`src/rtl/temp_pkg.sv`:
```
// Shared types and constants for the temperature sampler and the measurement FSM it drives.
package temp_pkg;

  localparam int WIDTH_DEF        = 10;
  localparam int PERIOD_W_DEF     = 16;
  localparam int AVG_MAX_LOG2_DEF = 3;
  localparam int TIMEOUT_DEF      = 15;

  typedef enum logic [2:0] {
    S_IDLE,
    S_START,
    S_WAIT_BUSY,
    S_WAIT_DONE,
    S_ACCUM,
    S_REPORT,
    S_WAIT_PERIOD
  } smp_state_e;

  // Measurement FSM states; done is high only in M_IDLE and M_DONE.
  typedef enum logic [1:0] {
    M_IDLE,
    M_CHARGE,
    M_COUNT,
    M_DONE
  } meas_state_e;

  function automatic logic [1:0] clamp_log2(input logic [1:0] req, input int max_log2);
    if (int'(req) > max_log2) return 2'(max_log2);
    return req;
  endfunction

endpackage

```
`src/rtl/temp_sampler_if.sv`:
```
// Measurement handshake plus published result bus between the sampler and its neighbours.
interface temp_sampler_if #(
  parameter int WIDTH = temp_pkg::WIDTH_DEF
);
  logic             start;
  logic             fsmDone;
  logic [WIDTH-1:0] cycles;
  logic [WIDTH-1:0] avg;
  logic             avgValid;
  logic             flagHigh;
  logic             flagLow;
  logic             error;

  modport master (
    output start, avg, avgValid, flagHigh, flagLow, error,
    input  fsmDone, cycles
  );

  modport slave (
    input  start, avg, avgValid, flagHigh, flagLow, error,
    output fsmDone, cycles
  );
endinterface

```
`src/rtl/temp_avg_acc.sv`:
```
// Accumulates conversion results, divides by the power-of-two sample count and keeps sticky threshold flags.
module temp_avg_acc
  import temp_pkg::*;
#(
  parameter int WIDTH        = WIDTH_DEF,
  parameter int AVG_MAX_LOG2 = AVG_MAX_LOG2_DEF
) (
  input  logic             clk,
  input  logic             rst_n,
  input  logic             clr_i,
  input  logic             load_i,
  input  logic [1:0]       log2_i,
  input  logic             acc_i,
  input  logic [WIDTH-1:0] sample_i,
  input  logic             report_i,
  input  logic [WIDTH-1:0] th_high_i,
  input  logic [WIDTH-1:0] th_low_i,
  input  logic             flag_clr_i,
  output logic             last_o,
  output logic [WIDTH-1:0] avg_o,
  output logic             avg_valid_o,
  output logic             flag_high_o,
  output logic             flag_low_o
);
  localparam int ACC_W = WIDTH + AVG_MAX_LOG2;
  localparam int CNT_W = 4;

  logic [ACC_W-1:0] acc_q, acc_d;
  logic [CNT_W-1:0] cnt_q, cnt_d;
  logic [CNT_W-1:0] target;
  logic [1:0]       log2_q, log2_d;
  logic [WIDTH-1:0] avg_q, avg_d, avg_new;
  logic             valid_q, valid_d;
  logic             high_q, high_d;
  logic             low_q, low_d;

  always_comb begin
    target  = CNT_W'(1) << log2_q;
    last_o  = (cnt_q + CNT_W'(1)) == target;
    avg_new = WIDTH'(acc_q >> log2_q);

    acc_d  = acc_q;
    cnt_d  = cnt_q;
    log2_d = log2_q;
    if (load_i) log2_d = log2_i;
    if (clr_i) begin
      acc_d = '0;
      cnt_d = '0;
    end else if (acc_i) begin
      acc_d = acc_q + ACC_W'(sample_i);
      cnt_d = cnt_q + CNT_W'(1);
    end

    avg_d   = report_i ? avg_new : avg_q;
    valid_d = report_i;
    // A set in the same cycle as a clear wins.
    high_d  = (report_i && (avg_new > th_high_i)) || (high_q && !flag_clr_i);
    low_d   = (report_i && (avg_new < th_low_i))  || (low_q  && !flag_clr_i);
  end

  always_ff @(posedge clk or negedge rst_n) begin
    if (!rst_n) begin
      acc_q   <= '0;
      cnt_q   <= '0;
      log2_q  <= '0;
      avg_q   <= '0;
      valid_q <= 1'b0;
      high_q  <= 1'b0;
      low_q   <= 1'b0;
    end else begin
      acc_q   <= acc_d;
      cnt_q   <= cnt_d;
      log2_q  <= log2_d;
      avg_q   <= avg_d;
      valid_q <= valid_d;
      high_q  <= high_d;
      low_q   <= low_d;
    end
  end

  assign avg_o       = avg_q;
  assign avg_valid_o = valid_q;
  assign flag_high_o = high_q;
  assign flag_low_o  = low_q;

endmodule

```
`src/rtl/temp_sampler.sv`:
```
// Periodic scheduler for the temperature measurement FSM: issues start pulses, watches the done
// handshake with a timeout, and feeds results to the averager.
module temp_sampler
  import temp_pkg::*;
#(
  parameter int WIDTH        = WIDTH_DEF,
  parameter int PERIOD_W     = PERIOD_W_DEF,
  parameter int AVG_MAX_LOG2 = AVG_MAX_LOG2_DEF,
  parameter int TIMEOUT      = TIMEOUT_DEF
) (
  input  logic                lfClk,
  input  logic                rst_n,
  input  logic                enable,
  input  logic [PERIOD_W-1:0] interval,
  input  logic [1:0]          avgLog2,
  input  logic [WIDTH-1:0]    thHigh,
  input  logic [WIDTH-1:0]    thLow,
  input  logic                flagClr,
  temp_sampler_if.master      mif
);
  localparam int TO_W = $clog2(TIMEOUT + 1);

  smp_state_e          state_q, state_d;
  logic [PERIOD_W-1:0] per_cnt_q, per_cnt_d;
  logic [TO_W-1:0]     to_cnt_q, to_cnt_d;
  logic                complete_q, complete_d;
  logic                error_q, error_d;

  logic start_w;
  logic clr_w, load_w, acc_w, report_w, timeout_w;
  logic to_hit, last_w;

  assign to_hit = (to_cnt_q == TO_W'(TIMEOUT - 1));

  always_comb begin
    state_d    = state_q;
    per_cnt_d  = per_cnt_q;
    to_cnt_d   = '0;
    complete_d = complete_q;
    start_w    = 1'b0;
    clr_w      = 1'b0;
    load_w     = 1'b0;
    acc_w      = 1'b0;
    report_w   = 1'b0;
    timeout_w  = 1'b0;

    case (state_q)
      S_IDLE: begin
        complete_d = 1'b0;
        if (enable) begin
          clr_w   = 1'b1;
          load_w  = 1'b1;
          state_d = S_START;
        end
      end
      S_START: begin
        start_w = 1'b1;
        state_d = S_WAIT_BUSY;
      end
      S_WAIT_BUSY: begin
        if (!mif.fsmDone)  state_d   = S_WAIT_DONE;
        else if (to_hit)   timeout_w = 1'b1;
        else               to_cnt_d  = to_cnt_q + TO_W'(1);
      end
      S_WAIT_DONE: begin
        if (mif.fsmDone)   state_d   = S_ACCUM;
        else if (to_hit)   timeout_w = 1'b1;
        else               to_cnt_d  = to_cnt_q + TO_W'(1);
      end
      S_ACCUM: begin
        acc_w = 1'b1;
        // Losing enable keeps this sample but abandons the average without reporting.
        if (!enable) begin
          state_d = S_IDLE;
        end else if (last_w) begin
          state_d = S_REPORT;
        end else begin
          state_d   = S_WAIT_PERIOD;
          per_cnt_d = interval;
        end
      end
      S_REPORT: begin
        report_w   = 1'b1;
        complete_d = 1'b1;
        state_d    = S_WAIT_PERIOD;
        per_cnt_d  = interval;
      end
      S_WAIT_PERIOD: begin
        if (per_cnt_q == '0) begin
          if (!enable || complete_q) state_d = S_IDLE;
          else                       state_d = S_START;
        end else begin
          per_cnt_d = per_cnt_q - PERIOD_W'(1);
        end
      end
      default: state_d = S_IDLE;
    endcase

    if (timeout_w) begin
      clr_w     = 1'b1;
      state_d   = S_WAIT_PERIOD;
      per_cnt_d = interval;
    end

    error_d = timeout_w || (error_q && !flagClr);
  end

  always_ff @(posedge lfClk or negedge rst_n) begin
    if (!rst_n) begin
      state_q    <= S_IDLE;
      per_cnt_q  <= '0;
      to_cnt_q   <= '0;
      complete_q <= 1'b0;
      error_q    <= 1'b0;
    end else begin
      state_q    <= state_d;
      per_cnt_q  <= per_cnt_d;
      to_cnt_q   <= to_cnt_d;
      complete_q <= complete_d;
      error_q    <= error_d;
    end
  end

  temp_avg_acc #(
    .WIDTH        (WIDTH),
    .AVG_MAX_LOG2 (AVG_MAX_LOG2)
  ) u_acc (
    .clk         (lfClk),
    .rst_n       (rst_n),
    .clr_i       (clr_w),
    .load_i      (load_w),
    .log2_i      (clamp_log2(avgLog2, AVG_MAX_LOG2)),
    .acc_i       (acc_w),
    .sample_i    (mif.cycles),
    .report_i    (report_w),
    .th_high_i   (thHigh),
    .th_low_i    (thLow),
    .flag_clr_i  (flagClr),
    .last_o      (last_w),
    .avg_o       (mif.avg),
    .avg_valid_o (mif.avgValid),
    .flag_high_o (mif.flagHigh),
    .flag_low_o  (mif.flagLow)
  );

  // Decoded from the async-reset state register so reset drops start immediately.
  assign mif.start = start_w;
  assign mif.error = error_q;

endmodule

```
`src/flat_wrapper.sv`:
```
// flat-port wrapper written by rule: the top's interface ports become plain ports
module temp_sampler_flat import temp_pkg::*;
#(
  parameter int WIDTH        = WIDTH_DEF,
  parameter int PERIOD_W     = PERIOD_W_DEF,
  parameter int AVG_MAX_LOG2 = AVG_MAX_LOG2_DEF,
  parameter int TIMEOUT      = TIMEOUT_DEF
)
  (lfClk, rst_n, enable, interval, avgLog2, thHigh, thLow, flagClr, mif_start, mif_avg, mif_avgValid, mif_flagHigh, mif_flagLow, mif_error, mif_fsmDone, mif_cycles);
  temp_sampler_if #(.WIDTH(WIDTH)) mif_i ();
  input  logic lfClk;
  input  logic rst_n;
  input  logic enable;
  input  logic [PERIOD_W-1:0] interval;
  input  logic [1:0] avgLog2;
  input  logic [WIDTH-1:0] thHigh;
  input  logic [WIDTH-1:0] thLow;
  input  logic flagClr;
  output wire logic [$bits(mif_i.start)-1:0] mif_start;
  output wire logic [$bits(mif_i.avg)-1:0] mif_avg;
  output wire logic [$bits(mif_i.avgValid)-1:0] mif_avgValid;
  output wire logic [$bits(mif_i.flagHigh)-1:0] mif_flagHigh;
  output wire logic [$bits(mif_i.flagLow)-1:0] mif_flagLow;
  output wire logic [$bits(mif_i.error)-1:0] mif_error;
  input wire logic [$bits(mif_i.fsmDone)-1:0] mif_fsmDone;
  input wire logic [$bits(mif_i.cycles)-1:0] mif_cycles;
  assign mif_start = mif_i.start;
  assign mif_avg = mif_i.avg;
  assign mif_avgValid = mif_i.avgValid;
  assign mif_flagHigh = mif_i.flagHigh;
  assign mif_flagLow = mif_i.flagLow;
  assign mif_error = mif_i.error;
  assign mif_i.fsmDone = mif_fsmDone;
  assign mif_i.cycles = mif_cycles;
  temp_sampler #(.WIDTH(WIDTH), .PERIOD_W(PERIOD_W), .AVG_MAX_LOG2(AVG_MAX_LOG2), .TIMEOUT(TIMEOUT)) u_core (.lfClk(lfClk), .rst_n(rst_n), .enable(enable), .interval(interval), .avgLog2(avgLog2), .thHigh(thHigh), .thLow(thLow), .flagClr(flagClr), .mif(mif_i));
endmodule
```
`config.mk`:
```
export PLATFORM = sky130hd
export DESIGN_NAME = temp_sampler_flat
export DESIGN_NICKNAME = d
export VERILOG_FILES = /design/src/rtl/temp_pkg.sv /design/src/rtl/temp_sampler_if.sv /design/src/rtl/temp_avg_acc.sv /design/src/rtl/temp_sampler.sv /design/src/flat_wrapper.sv
export SDC_FILE = /design/constraint.sdc
export NUM_CORES = 1
export LEC_CHECK = 0
export CAP_MARGIN = 10
export CORE_MARGIN = 1.5
export CORE_UTILIZATION = 60
export CTS_BUF_LIST = sky130_fd_sc_hd__clkbuf_8
export CTS_CLUSTER_SIZE = 10
export DETAILED_ROUTE_END_ITERATION = 12
export GPL_ROUTABILITY_DRIVEN = 1
export GPL_TIMING_DRIVEN = 0
export HOLD_SLACK_MARGIN = 0.1
export PLACE_DENSITY_LB_ADDON = 0.08
export SLEW_MARGIN = 20
export SYNTH_ARGS = -nofsm -noshare
export SYNTH_HDL_FRONTEND = slang
export SYNTH_HIERARCHICAL = 1
export SYNTH_SLANG_ARGS = --single-unit
```
`constraint.sdc`:
```
create_clock -name lfClk -period 8.15 [get_ports lfClk]
set_clock_uncertainty 0.2 [all_clocks]
set_input_delay 1.63 -clock lfClk [delete_from_list [all_inputs] [get_ports lfClk]]
set_output_delay 1.63 -clock lfClk [all_outputs]
set_load 0.01 [all_outputs]
```
# == Word level (Yosys, flattened, before mapping) ==
# Index checks and enable logic that the tools add are counted.
# op_classes
muxes,33
bitwise,0
reduce_logical,18
n_eq_ne,15
order_cmp,2
n_mul,0
shift,2
add_sub_neg,4
div,0
# op_table
cell,count
16-bit 2-to-1 mux,4
16-bit one-hot mux with 3 select lines,1
13-bit 2-to-1 mux,2
3-bit one-hot mux with 7 select lines,1
4-bit 2-to-1 mux,5
3-bit 2-to-1 mux,6
3-bit by 2-bit inequality test with 1-bit output (second input constant),6
16-bit zero test,1
16-bit by 1-bit subtractor with 16-bit output (second input constant),1
13-bit by 10-bit adder with 13-bit output,1
13-bit by 2-bit >> shifter with 10-bit output,1
10-bit > comparator,1
10-bit < comparator,1
1-bit 2-to-1 mux,10
3-bit equality test (second input constant),3
4-bit by 1-bit adder with 4-bit output (second input constant),2
4-bit one-hot mux with 2 select lines,1
4-bit AND reduction,2
3-bit by 2-bit equality test with 1-bit output (second input constant),2
1-bit logical AND,5
4-bit equality test,1
4-bit equality test (second input constant),1
1-bit logical OR,4
1-bit one-hot mux with 2 select lines,2
other kinds (8),10
# totals
mem_bits_ro,0
ff_bits,57
memories,0
ram_bits,0
input_bits,53
latch_bits,0

# == Longest topological paths before layout ==
# logic_depth
depth_word,6
depth_mapped,12
mapped_depth_nobuf,11

# == Modules after synthesis ==
# Netlist, hierarchy kept.
# modules_own_cells
mod,area_each_um2,cells_per_inst,seq_area_each_um2,instances
temp_avg_acc,2555.0,265,800.8,1
temp_sampler,1616.6,194,625.6,1

# == Worst setup path after synthesis ==
# OpenSTA, ideal clock, no wires.
# synth_timing
path_kind,input -> register
startpoint,input port mif_cycles[0]
endpoint,register u_core.u_acc.acc_q[12]
stages,8
path_buffers,0
t_arrival_ns,3.165
t_required_ns,7.822
slack_ns,4.658
cell_sequence,ha_1 -> inv_1 -> fa_1 -> nand2b_1 -> a21o_1 -> a211oi_2 -> o211ai_1 -> mux2_1
# synth_via
elab_chain_cells,3
# synth_rtl
item,line,source
start: declaration,flat_wrapper.sv:26,input wire logic [$bits(mif_i.cycles)-1:0] mif_cycles;
13-bit by 10-bit adder with 13-bit output,temp_avg_acc.sv:50,acc_d = acc_q + ACC_W'(sample_i);
13-bit 2-to-1 mux,temp_avg_acc.sv:49,end else if (acc_i) begin
13-bit 2-to-1 mux,temp_avg_acc.sv:46,if (clr_i) begin
end signal: assignment,temp_avg_acc.sv:63,acc_q <= '0;
end signal: assignment,temp_avg_acc.sv:71,acc_q <= acc_d;
end: declaration,temp_avg_acc.sv:28,"logic [ACC_W-1:0] acc_q, acc_d;"
# Every way passes these cells. The select of a mux whose other input is x is not followed.
# A chain may end at the register's enable or synchronous reset.

# == Final worst setup path ==
# layout_timing
startpoint,register u_core.state_q[0]
endpoint,output port mif_start
# layout_via
elab_chain_cells,2
# layout_rtl
item,line,source
start: declaration,temp_sampler.sv:23,"smp_state_e state_q, state_d;"
start signal: assignment,temp_sampler.sv:116,state_q <= state_d;
3-bit by 1-bit equality test with 1-bit output,temp_sampler.sv:47,case (state_q)
1-bit 2-to-1 mux,temp_sampler.sv:47,
end: declaration,flat_wrapper.sv:19,output wire logic [$bits(mif_i.start)-1:0] mif_start;
# Every way passes these cells.

==> results summary <==
The die area came out at about 7500 µm². The port buffer count is 67. Combinational logic is responsible for roughly 53% of the overall power. The switching power total is approximately 0.00064 W. The peak per-stage delay on the critical path came out at 560 ps. The die outline height came out at roughly 86 µm.

STA classifies the critical path endpoint as an output port. Summing the areas of all xor and xnor instances in the mapped netlist gives under 10% of the synthesized area. After detailed placement, the total cell area comes to around 5000 µm². Of the total power, the share spent switching nets is 42.8%. The synthesis-stage register bit count came out at 57. Prior to clock tree synthesis, the placed netlist has a worst setup slack of 3930 ps. The total global-route track usage is approximately 28%. The hold buffer count at CTS is 0. The die width came out at 86.4 µm. The number of placed instances, taps included, is 607. The highest fanout seen on the critical path came out at 10. The synthesized netlist devotes between 15 and 20% of its cell area to compound gates.

The number of top-level pins came out at a little under 70. Entering global routing, the biggest net connects between 50 and 60 pins. The number of buffers created by CTS came out at 9. The number of levels in the clock H-tree came out at 3. The effective utilization at floorplan is between 60 and 70%. The count of nets left with antenna violations once routing finished came out at 0.

The flow ran to the end, and the final reports show no timing, DRC or antenna violations. The clock tree buffer depth came out at 2. The total wirelength of the detailed-routed design is about 10 mm. The signal on the critical path passes through clkbuf_1, inv_1, nor3_1, clkdlybuf4s50_1. The most critical setup path has its startpoint at u_core/state_q[0]$_DFFE_PN0P_. The number of standard cells in the final layout excluding fillers is 623.

The first global-routing pass estimated about 16 mm of wire. The DRC marker count from the first detailed-route iteration is 209. By count the netlist is led by dfrtp_1 (57), nor2_1 (38), inv_1 (36), a21oi_1 (34), ha_1 (33). After detailed routing, the number of remaining DRC violations is 0. The number of gates resized after cts came out at 0. The adder-cell area share of the yosys netlist came out at between 10% and 20%. The post-synthesis cell type count is 67.

The detail-routed net length per standard cell came out at approximately 16 µm. The worst-case headroom to the max-slew limit is about half. The mux share of post-synthesis cell area came out at between 10% and 20%. For this design, the sink count on the clock tree is 57. For this run, the leading register cell type out of synthesis is dfrtp_1. The time the final worst path needs with I/O delays and setup came out at between 3000 and 4000 ps.

The antenna cell count came out at 0. The share of flip-flops with an asynchronous set or reset after synthesis came out at between 90% and 100%. Summing all non-filler instances in the final layout gives an area of 5140 µm². For this run, the detailed router's first-pass iteration total came to 4. The half-perimeter wire length after detailed placement came out at approximately 7.4 mm. IR analysis of the VDD net gives a maximum drop of ~200 µV. The clock transition at the registers of the reported paths came out at roughly 70 ps.

The number of nets handed over by synthesis was roughly 550. The startpoint identified for the worst hold timing path is u_core/to_cnt_q[0]$_DFF_PN0_. TritonCTS built the clock tree. The portion of the post-synthesis area used by sequential elements is around a third. The total number of nets in the final design is about 630. Summed over all instances, the cell type with the most area after synthesis is dfrtp_1. The nature of the critical path startpoint is a register. The netlist area before placement came out at roughly 4200 µm². The via count of the first global-routing pass came to between 3,000 and 4,000. The path category of the worst min-delay check is register to register. Summing the areas of all and, or, nand and nor instances in the mapped netlist gives between 15 and 20% of the synthesized area.

The post-synthesis to final-layout area growth is 23.2%. The number of buffers added for setup after CTS is 0. CTS placed an instance of clkbuf_8 at the clock tree root. Summed over its instances, the top area cell type makes up 34.2% of the synthesized netlist area. By area the synthesized netlist is led by dfrtp_1 (34%), ha_1 (9.9%), a21oi_1 (4.1%). The site row count came out at 30. The hold violation total from the final report is 0. At the end of routability-driven placement, the weighted congestion stood at between 0.8 and 0.9. Per report_power, the sequential group accounts for a little under a third of the total. The final-report setup violation count came out at 0. The overall power consumption is roughly 0.0015 W. The via density per instance came out at roughly 6. Yosys printed 6 warnings.

The count of final max-slew check failures is 0. For this block, the via count after detailed routing is approximately 3,800. The fraction of final layout cells with drive strength greater than 1 came out at 10.9%. In the finished design, the share of the clock period the worst path needs comes to between 40 and 50%. After floorplanning, the core was sized to cover between 6000 and 7000 µm². The clock insertion delay at the later pin of the skew report is ~340 ps.

Yosys instantiated no cell more often than dfrtp_1. Per report_power, the clock group accounts for 15.3% of the total. The startpoint identified for the worst register-to-register timing path is u_core/u_acc/cnt_q[0]$_DFFE_PN0P_.

Setup repair after global routing left no endpoint under its margin. The design internal power came out at around 0.00085 W. The number of flops mapped to enable cells by yosys came out at 0.

The max-capacitance violation count is 0. At the pin with the least slew margin, the transition time is 726 ps. The global route total overflow came out at 0. The data required time at the worst endpoint is approximately 6300 ps. The cell count after synthesis came out at between 400 and 500. Timing would allow up to 0.257 GHz. Once routing completed, OpenROAD measured the worst setup slack at between 4000 and 5000 ps. The number of antenna violations at the first check in global routing is 0. The analysis attributes to cell leakage a power of around 2.3 nW. The worst setup path is of the register to output port kind. Data on the critical path arrives at its endpoint at roughly 2100 ps. After routing, the total negative slack on setup checks comes to 0 ps. The power per standard cell area came out at 290 nW/µm².

By area, the combinational part of the netlist is dominated by compound AO/OA/AOI/OAI gates. The cell with the largest stage delay on the worst path is clkdlybuf4s50_1. Each instance of the synthesized netlist takes up on average ~9.1 µm².
==> path summary, 6_finish.rpt <==
path                            slack [ps]  cells after the start                           endpoint
max in group asynchronous             6400                      2  u_core/u_acc/avg_o[9]$_DFFE_PN0P_
worst min-delay path                   300                      1       u_core/to_cnt_q[0]$_DFF_PN0_
min in group asynchronous              890                      1  u_core/u_acc/acc_q[4]$_DFFE_PN0P_
worst max-delay path                  4250                      4                          mif_start
worst max register to register        5040                     10    u_core/per_cnt_q[3]$_DFFE_PN0P_
worst min register to register         300                      1       u_core/to_cnt_q[0]$_DFF_PN0_
==> per-layer routing <==
layer / up-vias / part of all wire (%) / global-route usage [%]
met4: 0 / 1.5 / 9.38
met2: 115 / 51 / 49.3
li1: 1824 / - / -
met3: 14 / 4.3 / 5.43
met1: 1811 / 44 / 35.9
met5: - / 0 / 0
==> sequential cells by signal (all words and copies together), names as in the netlist <==
name	count
u_core/per_cnt_q	16
u_core/u_acc/acc_q	13
u_core/u_acc/avg_o	10
u_core/to_cnt_q	4
u_core/u_acc/cnt_q	4
u_core/state_q	3
u_core/u_acc/log2_q	2
u_core/complete_q	1
u_core/mif.error	1
u_core/u_acc/avg_valid_o	1
u_core/u_acc/flag_high_o	1
u_core/u_acc/flag_low_o	1
==> through the flow <==
| step | utilization (%) | hold WS [ps] |
|---|---|---|
| 3_3_place_gp | 73.1 | 279 |
| 6_report | 76.0 | 303 |
| 5_1_grt | 76.0 | 328 |
| 4_1_cts | 75.9 | 310 |
| 3_5_place_dp | 73.5 | 296 |
| 2_1_floorplan | - | 252 |
==> kinds of logic after synthesis <==
logic type | after synthesis
and+or+nand+nor | 140
AOI/OAI and AO/OA | 119
DFF | 57
buffers and inverters | 56
muxes | 37
adders and majority gates | 35
xor gates and xnor gates | 15
==> power by group through the flow <==
stage	clock, W	sequential [W]	combinational, W
final	0.000227	0.000469	0.000793
after global routing	0.000244	0.000482	0.000878
after CTS	0.000232	0.000466	0.000783
after detailed placement	0	0.000471	0.000777
after global placement	0	0.000467	0.000747
after floorplan	0	0.000456	0.000562
==> cell usage in the layout, fill, tap and decap left out, types with 4 or more instances in the layout <==
cell type	instances
dfrtp_1	57
nor3b_1	5
or3_1	10
mux2i_1	17
ha_1	33
xnor2_1	7
clkbuf_8	9
clkinv_2	4
nand2b_1	6
buf_2	6
clkbuf_1	12
clkdlybuf4s50_1	66
a21oi_1	34
o2bb2ai_1	4
nor3_1	9
nor2_1	38
nand2_1	31
inv_1	37
o21ai_0	29
mux4_2	4
mux2_2	11
xor2_1	8
a31oi_1	7
nor4_1	4
nand3_1	10
nand4_1	4
o211ai_1	4
==> critical path: cells and delay by family, from the launching register on <==
family	cells	cell delay, ps
and+or+nand+nor	1	190
buffers and inverters	3	1110
DFF	1	430
==> area by class of cell <==
class                   count  area [µm²]
plain buffers              20        87.6
clock buffers               9         124
clock inverters             7        38.8
fillers                   487        1620
inverters                  36         135
multi-input cells         346        2530
flip-flops and latches     57        1430
well taps                  80         100
repair buffers             68         696
No activity file was read; power rests on OpenSTA's default activity.
